## src/rtl/hwag_pkg.sv

```systemverilog
// Shared types and constants for the angle-domain output blocks
// (crank angle generator and event scheduler).
package hwag_pkg;

    localparam int ANGLE_W   = 16;
    localparam int ANGLE_MAX = 3840;

    typedef logic [ANGLE_W-1:0] angle_t;

    typedef enum logic [1:0] {
        HALT = 2'd0,
        SYNC = 2'd1,
        RUN  = 2'd2
    } sched_state_t;

endpackage

```

## src/rtl/angle_window_cmp.sv

```systemverilog
// Registered angle-window test: flags when the angle lies inside [on, off),
// including windows that straddle the angle wrap.
module angle_window_cmp
    import hwag_pkg::*;
#(
    parameter int ANGLE_W   = hwag_pkg::ANGLE_W,
    parameter int ANGLE_MAX = hwag_pkg::ANGLE_MAX
) (
    input  logic               clk,
    input  logic               rst,
    input  logic [ANGLE_W-1:0] on,
    input  logic [ANGLE_W-1:0] off,
    input  logic [ANGLE_W-1:0] angle,
    output logic               active
);

    localparam logic [ANGLE_W-1:0] MAX_A = ANGLE_W'(ANGLE_MAX);

    logic hit_d;
    logic active_q;

    // on == off is an empty window, never a full revolution
    always_comb begin
        hit_d = 1'b0;
        if (angle < MAX_A) begin
            if (on < off) begin
                hit_d = (angle >= on) && (angle < off);
            end else if (on > off) begin
                hit_d = (angle >= on) || (angle < off);
            end
        end
    end

    always_ff @(posedge clk) begin
        if (rst) begin
            active_q <= 1'b0;
        end else begin
            active_q <= hit_d;
        end
    end

    assign active = active_q;

endmodule

```

## src/rtl/angle_event_scheduler.sv

```systemverilog
// Drives ignition/injection channel outputs from the crank angle using one
// shared window comparator scanned round-robin across the channels.
//
// state | meaning
// HALT  | angle generator not synchronised; outputs off, shadow commits every clock
// SYNC  | angle valid, waiting for the first wrap to align to a revolution
// RUN   | scanning channels; shadow commits only at wrap
module angle_event_scheduler
    import hwag_pkg::*;
#(
    parameter int  N_CH      = 4,
    parameter int  ANGLE_W   = hwag_pkg::ANGLE_W,
    parameter int  ANGLE_MAX = hwag_pkg::ANGLE_MAX,
    localparam int CH_W      = $clog2(N_CH)
) (
    input  logic               clk,
    input  logic               rst,
    input  logic [ANGLE_W-1:0] angle,
    input  logic               angle_valid,
    input  logic               angle_wrap,
    input  logic               cfg_wr,
    input  logic [CH_W-1:0]    cfg_ch,
    input  logic               cfg_field,
    input  logic [ANGLE_W-1:0] cfg_data,
    input  logic [N_CH-1:0]    ch_enable,
    output logic [N_CH-1:0]    coil_out,
    output logic [CH_W-1:0]    scan_ch,
    output logic               run,
    output logic               cfg_err
);

    localparam logic [ANGLE_W-1:0] MAX_A = ANGLE_W'(ANGLE_MAX);

    sched_state_t       state_q;
    sched_state_t       state_d;
    logic               commit;
    logic               scan_adv;
    logic [CH_W-1:0]    scan_q;
    logic [CH_W-1:0]    scan_d;

    logic [ANGLE_W-1:0] on_sh_q   [N_CH];
    logic [ANGLE_W-1:0] off_sh_q  [N_CH];
    logic [ANGLE_W-1:0] on_act_q  [N_CH];
    logic [ANGLE_W-1:0] off_act_q [N_CH];

    logic               cfg_bad;
    logic               cfg_ok;
    logic               cfg_err_q;

    logic [ANGLE_W-1:0] sel_on;
    logic [ANGLE_W-1:0] sel_off;
    logic               cmp_active;
    logic               cmp_vld_q;
    logic [CH_W-1:0]    cmp_ch_q;

    logic [N_CH-1:0]    coil_q;
    logic [N_CH-1:0]    coil_d;

    always_ff @(posedge clk) begin
        if (rst) begin
            state_q <= HALT;
        end else begin
            state_q <= state_d;
        end
    end

    // losing sync overrides every other transition
    always_comb begin
        state_d = state_q;
        if (!angle_valid) begin
            state_d = HALT;
        end else begin
            case (state_q)
                HALT:    state_d = SYNC;
                SYNC:    state_d = angle_wrap ? RUN : SYNC;
                RUN:     state_d = RUN;
                default: state_d = HALT;
            endcase
        end
    end

    always_comb begin
        run      = (state_q == RUN);
        commit   = (state_q == HALT) || ((state_q == RUN) && angle_wrap);
        scan_adv = (state_q == RUN) && (state_d == RUN);
    end

    assign cfg_bad = cfg_wr && (cfg_data >= MAX_A);
    assign cfg_ok  = cfg_wr && (cfg_data < MAX_A) && (32'(cfg_ch) < N_CH);

    // commit reads the shadow before this cycle's write lands
    always_ff @(posedge clk) begin
        if (rst) begin
            for (int i = 0; i < N_CH; i++) begin
                on_sh_q[i]   <= '0;
                off_sh_q[i]  <= '0;
                on_act_q[i]  <= '0;
                off_act_q[i] <= '0;
            end
        end else begin
            for (int i = 0; i < N_CH; i++) begin
                if (commit) begin
                    on_act_q[i]  <= on_sh_q[i];
                    off_act_q[i] <= off_sh_q[i];
                end
                if (cfg_ok && (cfg_ch == CH_W'(i))) begin
                    if (cfg_field) begin
                        off_sh_q[i] <= cfg_data;
                    end else begin
                        on_sh_q[i] <= cfg_data;
                    end
                end
            end
        end
    end

    always_comb begin
        scan_d = '0;
        if (scan_adv) begin
            scan_d = (scan_q == CH_W'(N_CH - 1)) ? '0 : scan_q + 1'b1;
        end
    end

    always_comb begin
        sel_on  = '0;
        sel_off = '0;
        for (int i = 0; i < N_CH; i++) begin
            if (scan_q == CH_W'(i)) begin
                sel_on  = on_act_q[i];
                sel_off = off_act_q[i];
            end
        end
    end

    angle_window_cmp #(
        .ANGLE_W   (ANGLE_W),
        .ANGLE_MAX (ANGLE_MAX)
    ) u_cmp (
        .clk    (clk),
        .rst    (rst),
        .on     (sel_on),
        .off    (sel_off),
        .angle  (angle),
        .active (cmp_active)
    );

    // enable drop and loss of RUN act immediately, not at the scan slot
    always_comb begin
        coil_d = coil_q;
        if (cmp_vld_q) begin
            for (int i = 0; i < N_CH; i++) begin
                if (cmp_ch_q == CH_W'(i)) begin
                    coil_d[i] = cmp_active & ch_enable[i];
                end
            end
        end
        coil_d = coil_d & ch_enable;
        if ((state_q != RUN) || !angle_valid) begin
            coil_d = '0;
        end
    end

    always_ff @(posedge clk) begin
        if (rst) begin
            scan_q    <= '0;
            cmp_vld_q <= 1'b0;
            cmp_ch_q  <= '0;
            coil_q    <= '0;
            cfg_err_q <= 1'b0;
        end else begin
            scan_q    <= scan_d;
            cmp_vld_q <= run && angle_valid;
            cmp_ch_q  <= scan_q;
            coil_q    <= coil_d;
            cfg_err_q <= cfg_err_q | cfg_bad;
        end
    end

    assign coil_out = coil_q;
    assign scan_ch  = scan_q;
    assign cfg_err  = cfg_err_q;

endmodule

```

## config.mk

```make
export PLATFORM = sky130hd
export DESIGN_NAME = angle_event_scheduler
export DESIGN_NICKNAME = d
export VERILOG_FILES = /design/src/rtl/hwag_pkg.sv /design/src/rtl/angle_window_cmp.sv /design/src/rtl/angle_event_scheduler.sv
export SDC_FILE = /design/constraint.sdc
export NUM_CORES = 1
export LEC_CHECK = 0
export CAP_MARGIN = 0
export CORE_ASPECT_RATIO = 0.6
export CORE_MARGIN = 2
export CORE_UTILIZATION = 60
export CTS_CLUSTER_SIZE = 10
export DETAILED_ROUTE_END_ITERATION = 8
export PLACE_DENSITY = 0.79
export SLEW_MARGIN = 0
export SYNTH_ARGS = -nofsm -noshare
export SYNTH_HDL_FRONTEND = slang
export SYNTH_SLANG_ARGS = --single-unit
```

## constraint.sdc

```tcl
create_clock -name clk -period 10 [get_ports clk]
set_input_delay 2 -clock clk [delete_from_list [all_inputs] [get_ports clk]]
set_output_delay 2 -clock clk [all_outputs]
set_load 0.02 [all_outputs]
```

==> Word level (Yosys, flattened, before mapping) <==
Memories as Yosys holds them, arrays and structs flattened.
Index checks and enable logic that the tools add are counted.
{ "word_totals": {"reg_bits": 13, "latchBits": 0, "ram_bits": 256, "rom_bits": 0, "inputBits": 44, "out_inout_bits": 8, "word_cells": 142, "mem_count": 4} }
{ "op_classes": {"n_addsub": 1, "multipliers": 0, "div": 0, "magnitude_cmp": 7, "eq_ne": 13, "n_shift": 0, "muxes": 65, "bitwise_logic": 24, "n_reduce_logical": 21} }
{ "memory_table": {"columns": ["memory", "depth", "word_bits", "read_ports", "rd_ports_with_merged_regs", "wr", "line_no", "rtl"], "rows": [
  ["off_act_q", 4, 16, 4, 0, 4, "angle_event_scheduler.sv:44", "logic [ANGLE_W-1:0] off_act_q [N_CH];"],
  ["off_sh_q", 4, 16, 4, 0, 4, "angle_event_scheduler.sv:42", "logic [ANGLE_W-1:0] off_sh_q [N_CH];"],
  ["on_act_q", 4, 16, 4, 0, 4, "angle_event_scheduler.sv:43", "logic [ANGLE_W-1:0] on_act_q [N_CH];"],
  ["on_sh_q", 4, 16, 4, 0, 4, "angle_event_scheduler.sv:41", "logic [ANGLE_W-1:0] on_sh_q [N_CH];"]
]} }
{ "op_table": {"columns": ["op", "n"], "rows": [
  ["$mux 16", 24],
  ["$mux 1", 37],
  ["$lt 16x12->1 const B", 2],
  ["$lt 16x16->1", 2],
  ["$or 1x1->1", 17],
  ["$eq 2x2->1 const B", 8],
  ["$ge 16x12->1 const B", 1],
  ["$ge 16x16->1", 1],
  ["$gt 16x16->1", 1],
  ["$logic_and 1x1->1", 10],
  ["$eq 2x1->1 const B", 4],
  ["$logic_not 2->1", 4],
  ["$pmux 2 s3", 1],
  ["$and 1x1->1", 4],
  ["$and 4x4->4", 1],
  ["$mux 2", 2],
  ["$mux 4", 1],
  ["$reduce_or 2->1", 2],
  ["$logic_or 1x1->1", 3],
  ["$reduce_or 3->1", 1],
  ["$add 2x1->2 const B", 1],
  ["$ne 2x2->1 const B", 1],
  ["$not 1->1", 2],
  ["$logic_not 1->1", 1]
]} }

==> Longest topological paths before layout <==
{ "depth": {"word_depth": 9, "ltp_mapped": 17, "depth_no_buf": 15} }

==> Hierarchy <==
Synthesis repeated with hierarchy kept, for this count alone.
{ "hier_totals": {"hier_cells": 963, "area_unflattened_um2": 12243.0} }
{ "modules_own_cells": {"columns": ["module", "n_inst", "cells_each", "area_per_inst_um2", "seq_area_each_um2"], "rows": [
  ["angle_event_scheduler", 1, 809, 11025.6, 7927.6],
  ["angle_window_cmp", 1, 154, 1217.4, 20.0]
]} }

==> Least setup slack after synthesis <==
Ideal clock, no wire load.
{ "synth_timing": {"kind": "input -> register", "from": "input angle_wrap", "to": "memory off_act_q[0][0] (enable)", "setup_time_ps": 641, "arrival_time_ps": 7937, "slack_ps": 1422, "cell_stages": 2, "path_buffers": 0, "path_cell_list": "nor2b_1 -> o21bai_1"} }
{ "synth_lines": {"columns": ["item", "line_no", "rtl"], "rows": [
  ["from (decl)", "angle_event_scheduler.sv:20", "input logic angle_wrap,"],
  ["to (decl)", "angle_event_scheduler.sv:44", null]
]} }

==> run metrics <==
Worst Skew 13.17 ps; core footprint 19,270 um2; status complete, no violations; count of endpoints failing setup in the final report 0; max-cap viol count 0; port buffer count 51; Residual DRC 0; Post-DP HPWL 16,030 um; unrepaired setup endpoints after global routing no; largest net degree at the start of global routing 129; CP max stage delay 1020 ps; Cell Count, Final, Fillers Out 1,276; hold slack 473.7 ps; starting DRC count in detailed routing 633; Avg Synthesized Cell Area 13.21 um2; CTS tree done; Worst EP arrival 4790 ps; Post-synth EDFFs 256; power density cells 184.7 nW/um2; commonest non-fill, non-tap cell in the layout edfxtp_1; Leak 5.327 nW; Placement Cell Area 12,860 um2; fmax 215.7 MHz; Req. time, crit path 10,160 ps; first drt pass iteration count 5; dpl cells 1,220; Initial Utilization 62.17%; design area 13,730 um2; Die Y-Extent 113.5 um; via count 7,092; area of the mapped netlist 11,980 um2; Worst Path Class, Setup input pin to flop; CTS Buffer Depth 3; Area growth, synth to finish 14.56%; pre-CTS setup slack 4820 ps; layout cell share with drive strength beyond 1 6.040%; Crit path max-delay family buffers and inverters; PnR Total Power 2.535 mW; total routed wirelength 25,150 um; post_cts resized 0; first-pass GRT wire length 39,350 um; antenna violations before repair 0; Buf/Inv on CP 3; Congestion Overflow GR 0; # hold bufs at CTS 0; fin worst setup slack 5365 ps; Final ANT Viol Nets 0; Slowest cell on crit path clkdlybuf4s50_1; Placer Congestion 0.8806; register area share after synthesis 66.32%; Pins Over Slew Limit 0; fin util 71.23%; CP max FO 73; clock tree sinks 269; Nets 1,081; Worst Setup Start Kind input pin; commonest non-fill, non-tap cells in the layout edfxtp_1, and2_1, nor2_1; Slew @ Worst Pin 1111 ps; Setup Buffers After CTS 0; full die area 21,160 um2; final hold violations 0; Peak VDD IR 125.1 uV; Die Span X 186.5 um; Synth async-reset ratio 0%; Worst setup EP type flop; H-tree depth 1; vias in the first global route 6,969; DR WL/cell 19.71 um; Slew headroom 25.67%; clock latency at the later pin of the worst-skew pair 540 ps; Hold Path Class flop to flop; # IOs 52; cells along the critical path clkdlybuf4s50_1 -> o21bai_4 -> buf_4 -> buf_4; clock-pin slew on the worst setup and hold paths 50 ps; YS warnings 0; Final period util 46.35%; layout filler cell count 1,298; CTS buffer count 30; minimum clock period 4635 ps; ANT cells 0; all-layer global routing usage 24.56%; #FFs+latches synth 269; distinct cell type count after synthesis 54; CTS Root Cell clkbuf_16; routed vias/inst 5.558; standard-cell row count 39; CP most frequent cell buf_4; setup_tns 0 ps; Most used DFF post-synth edfxtp_1; Cells after Synth 907
==> state kept, by name, summed over array words and instances, names as in the netlist, 2 cells and up <==
signal,cells
cmp_ch_q,2
coil_out,4
off_act_q,64
off_sh_q,64
on_act_q,64
on_sh_q,64
scan_ch,2
state_q,2
==> path summary, 6_finish.rpt <==
kind                                            start                              to  slack [ps]  cells after the start
worst max-delay path                              rst  off_act_q[1][13]$_SDFFCE_PN0P_        5360                      4
worst min-delay path            state_q[1]$_SDFF_PP0_           state_q[0]$_SDFF_PP0_         470                      1
worst max register to register  scan_ch[1]$_SDFF_PP0_         u_cmp.active$_SDFF_PP0_        5560                     15
worst min register to register  state_q[1]$_SDFF_PP0_           state_q[0]$_SDFF_PP0_         470                      1
==> layer usage <==
metal	wire length [um]	vias up	global-route usage [%]
met5	0	-	0
met4	443	0	5.026
met2	10880	241	36.74
met1	11700	3405	37.44
met3	2138	33	5.508
li1	-	3413	-
==> where the power goes <==
group | internal, mW | switching (mW)
combinational | 0.0830 | 0.129
clock | 0.576 | 0.406
sequential | 1.32 | 0.0206
total | 1.98 | 0.556
==> Yosys cell counts (2+ instances only) <==
cell / number / share of area, %
mux2i_1: 5 / 0.42
nand4_1: 8 / 0.42
o2111ai_1: 2 / 0.15
buf_1: 9 / 0.28
nor3b_1: 2 / 0.13
nor2_1: 81 / 2.5
nor3_2: 3 / 0.25
o21bai_1: 9 / 0.56
a22oi_1: 30 / 1.9
a21o_1: 16 / 1.0
buf_2: 5 / 0.21
clkbuf_1: 26 / 0.81
nand3b_1: 3 / 0.19
a21oi_1: 74 / 3.1
nand3_1: 5 / 0.21
edfxtp_1: 256 / 64
and2_1: 223 / 12
clkbuf_2: 6 / 0.25
nor2b_1: 3 / 0.16
o21ai_0: 9 / 0.38
nand2_1: 16 / 0.50
nand2b_1: 3 / 0.16
o21ai_1: 2 / 0.084
and2_2: 2 / 0.13
a211oi_1: 6 / 0.38
o211ai_1: 2 / 0.13
dfxtp_1: 13 / 2.2
nor4_1: 2 / 0.10
ha_1: 51 / 5.3
nor3_1: 4 / 0.17
inv_1: 8 / 0.25
==> worst register-to-register path: cells and delay by family, from the launching register on <==
family,cells,cell delay (ps)
fa+ha+maj,2,630
flops,1,390
buf+inv,1,100
mux,1,230
simple gates,5,2070
compound gates,6,890
==> cell type report <==
cell class / count / area (um2) / share of cell area [%]
Clock buffer: 56 / 869.6 / 6.334
Tap cell: 266 / 332.8 / 2.424
Sequential cell: 269 / 7948 / 57.89
Inverter: 8 / 30.03 / 0.2187
Multi-Input combinational cell: 613 / 3941 / 28.71
Timing Repair Buffer: 64 / 608.1 / 4.429
==> cells by family (layout without fill, tap and decap cells) <==
group                      Yosys count  in the layout  share of synthesized area (%)
adders and majority gates           51             51                          5.325
DFF                                269            269                          66.32
buffers and inverters               56            128                          1.963
muxes                                5              5                         0.4176
other                                1             32                        0.03129
AOI/OAI and AO/OA                  160            160                          8.363
and+or+nand+nor                    365            365                          17.58
Note: power is estimated with default switching activity, not from simulation.
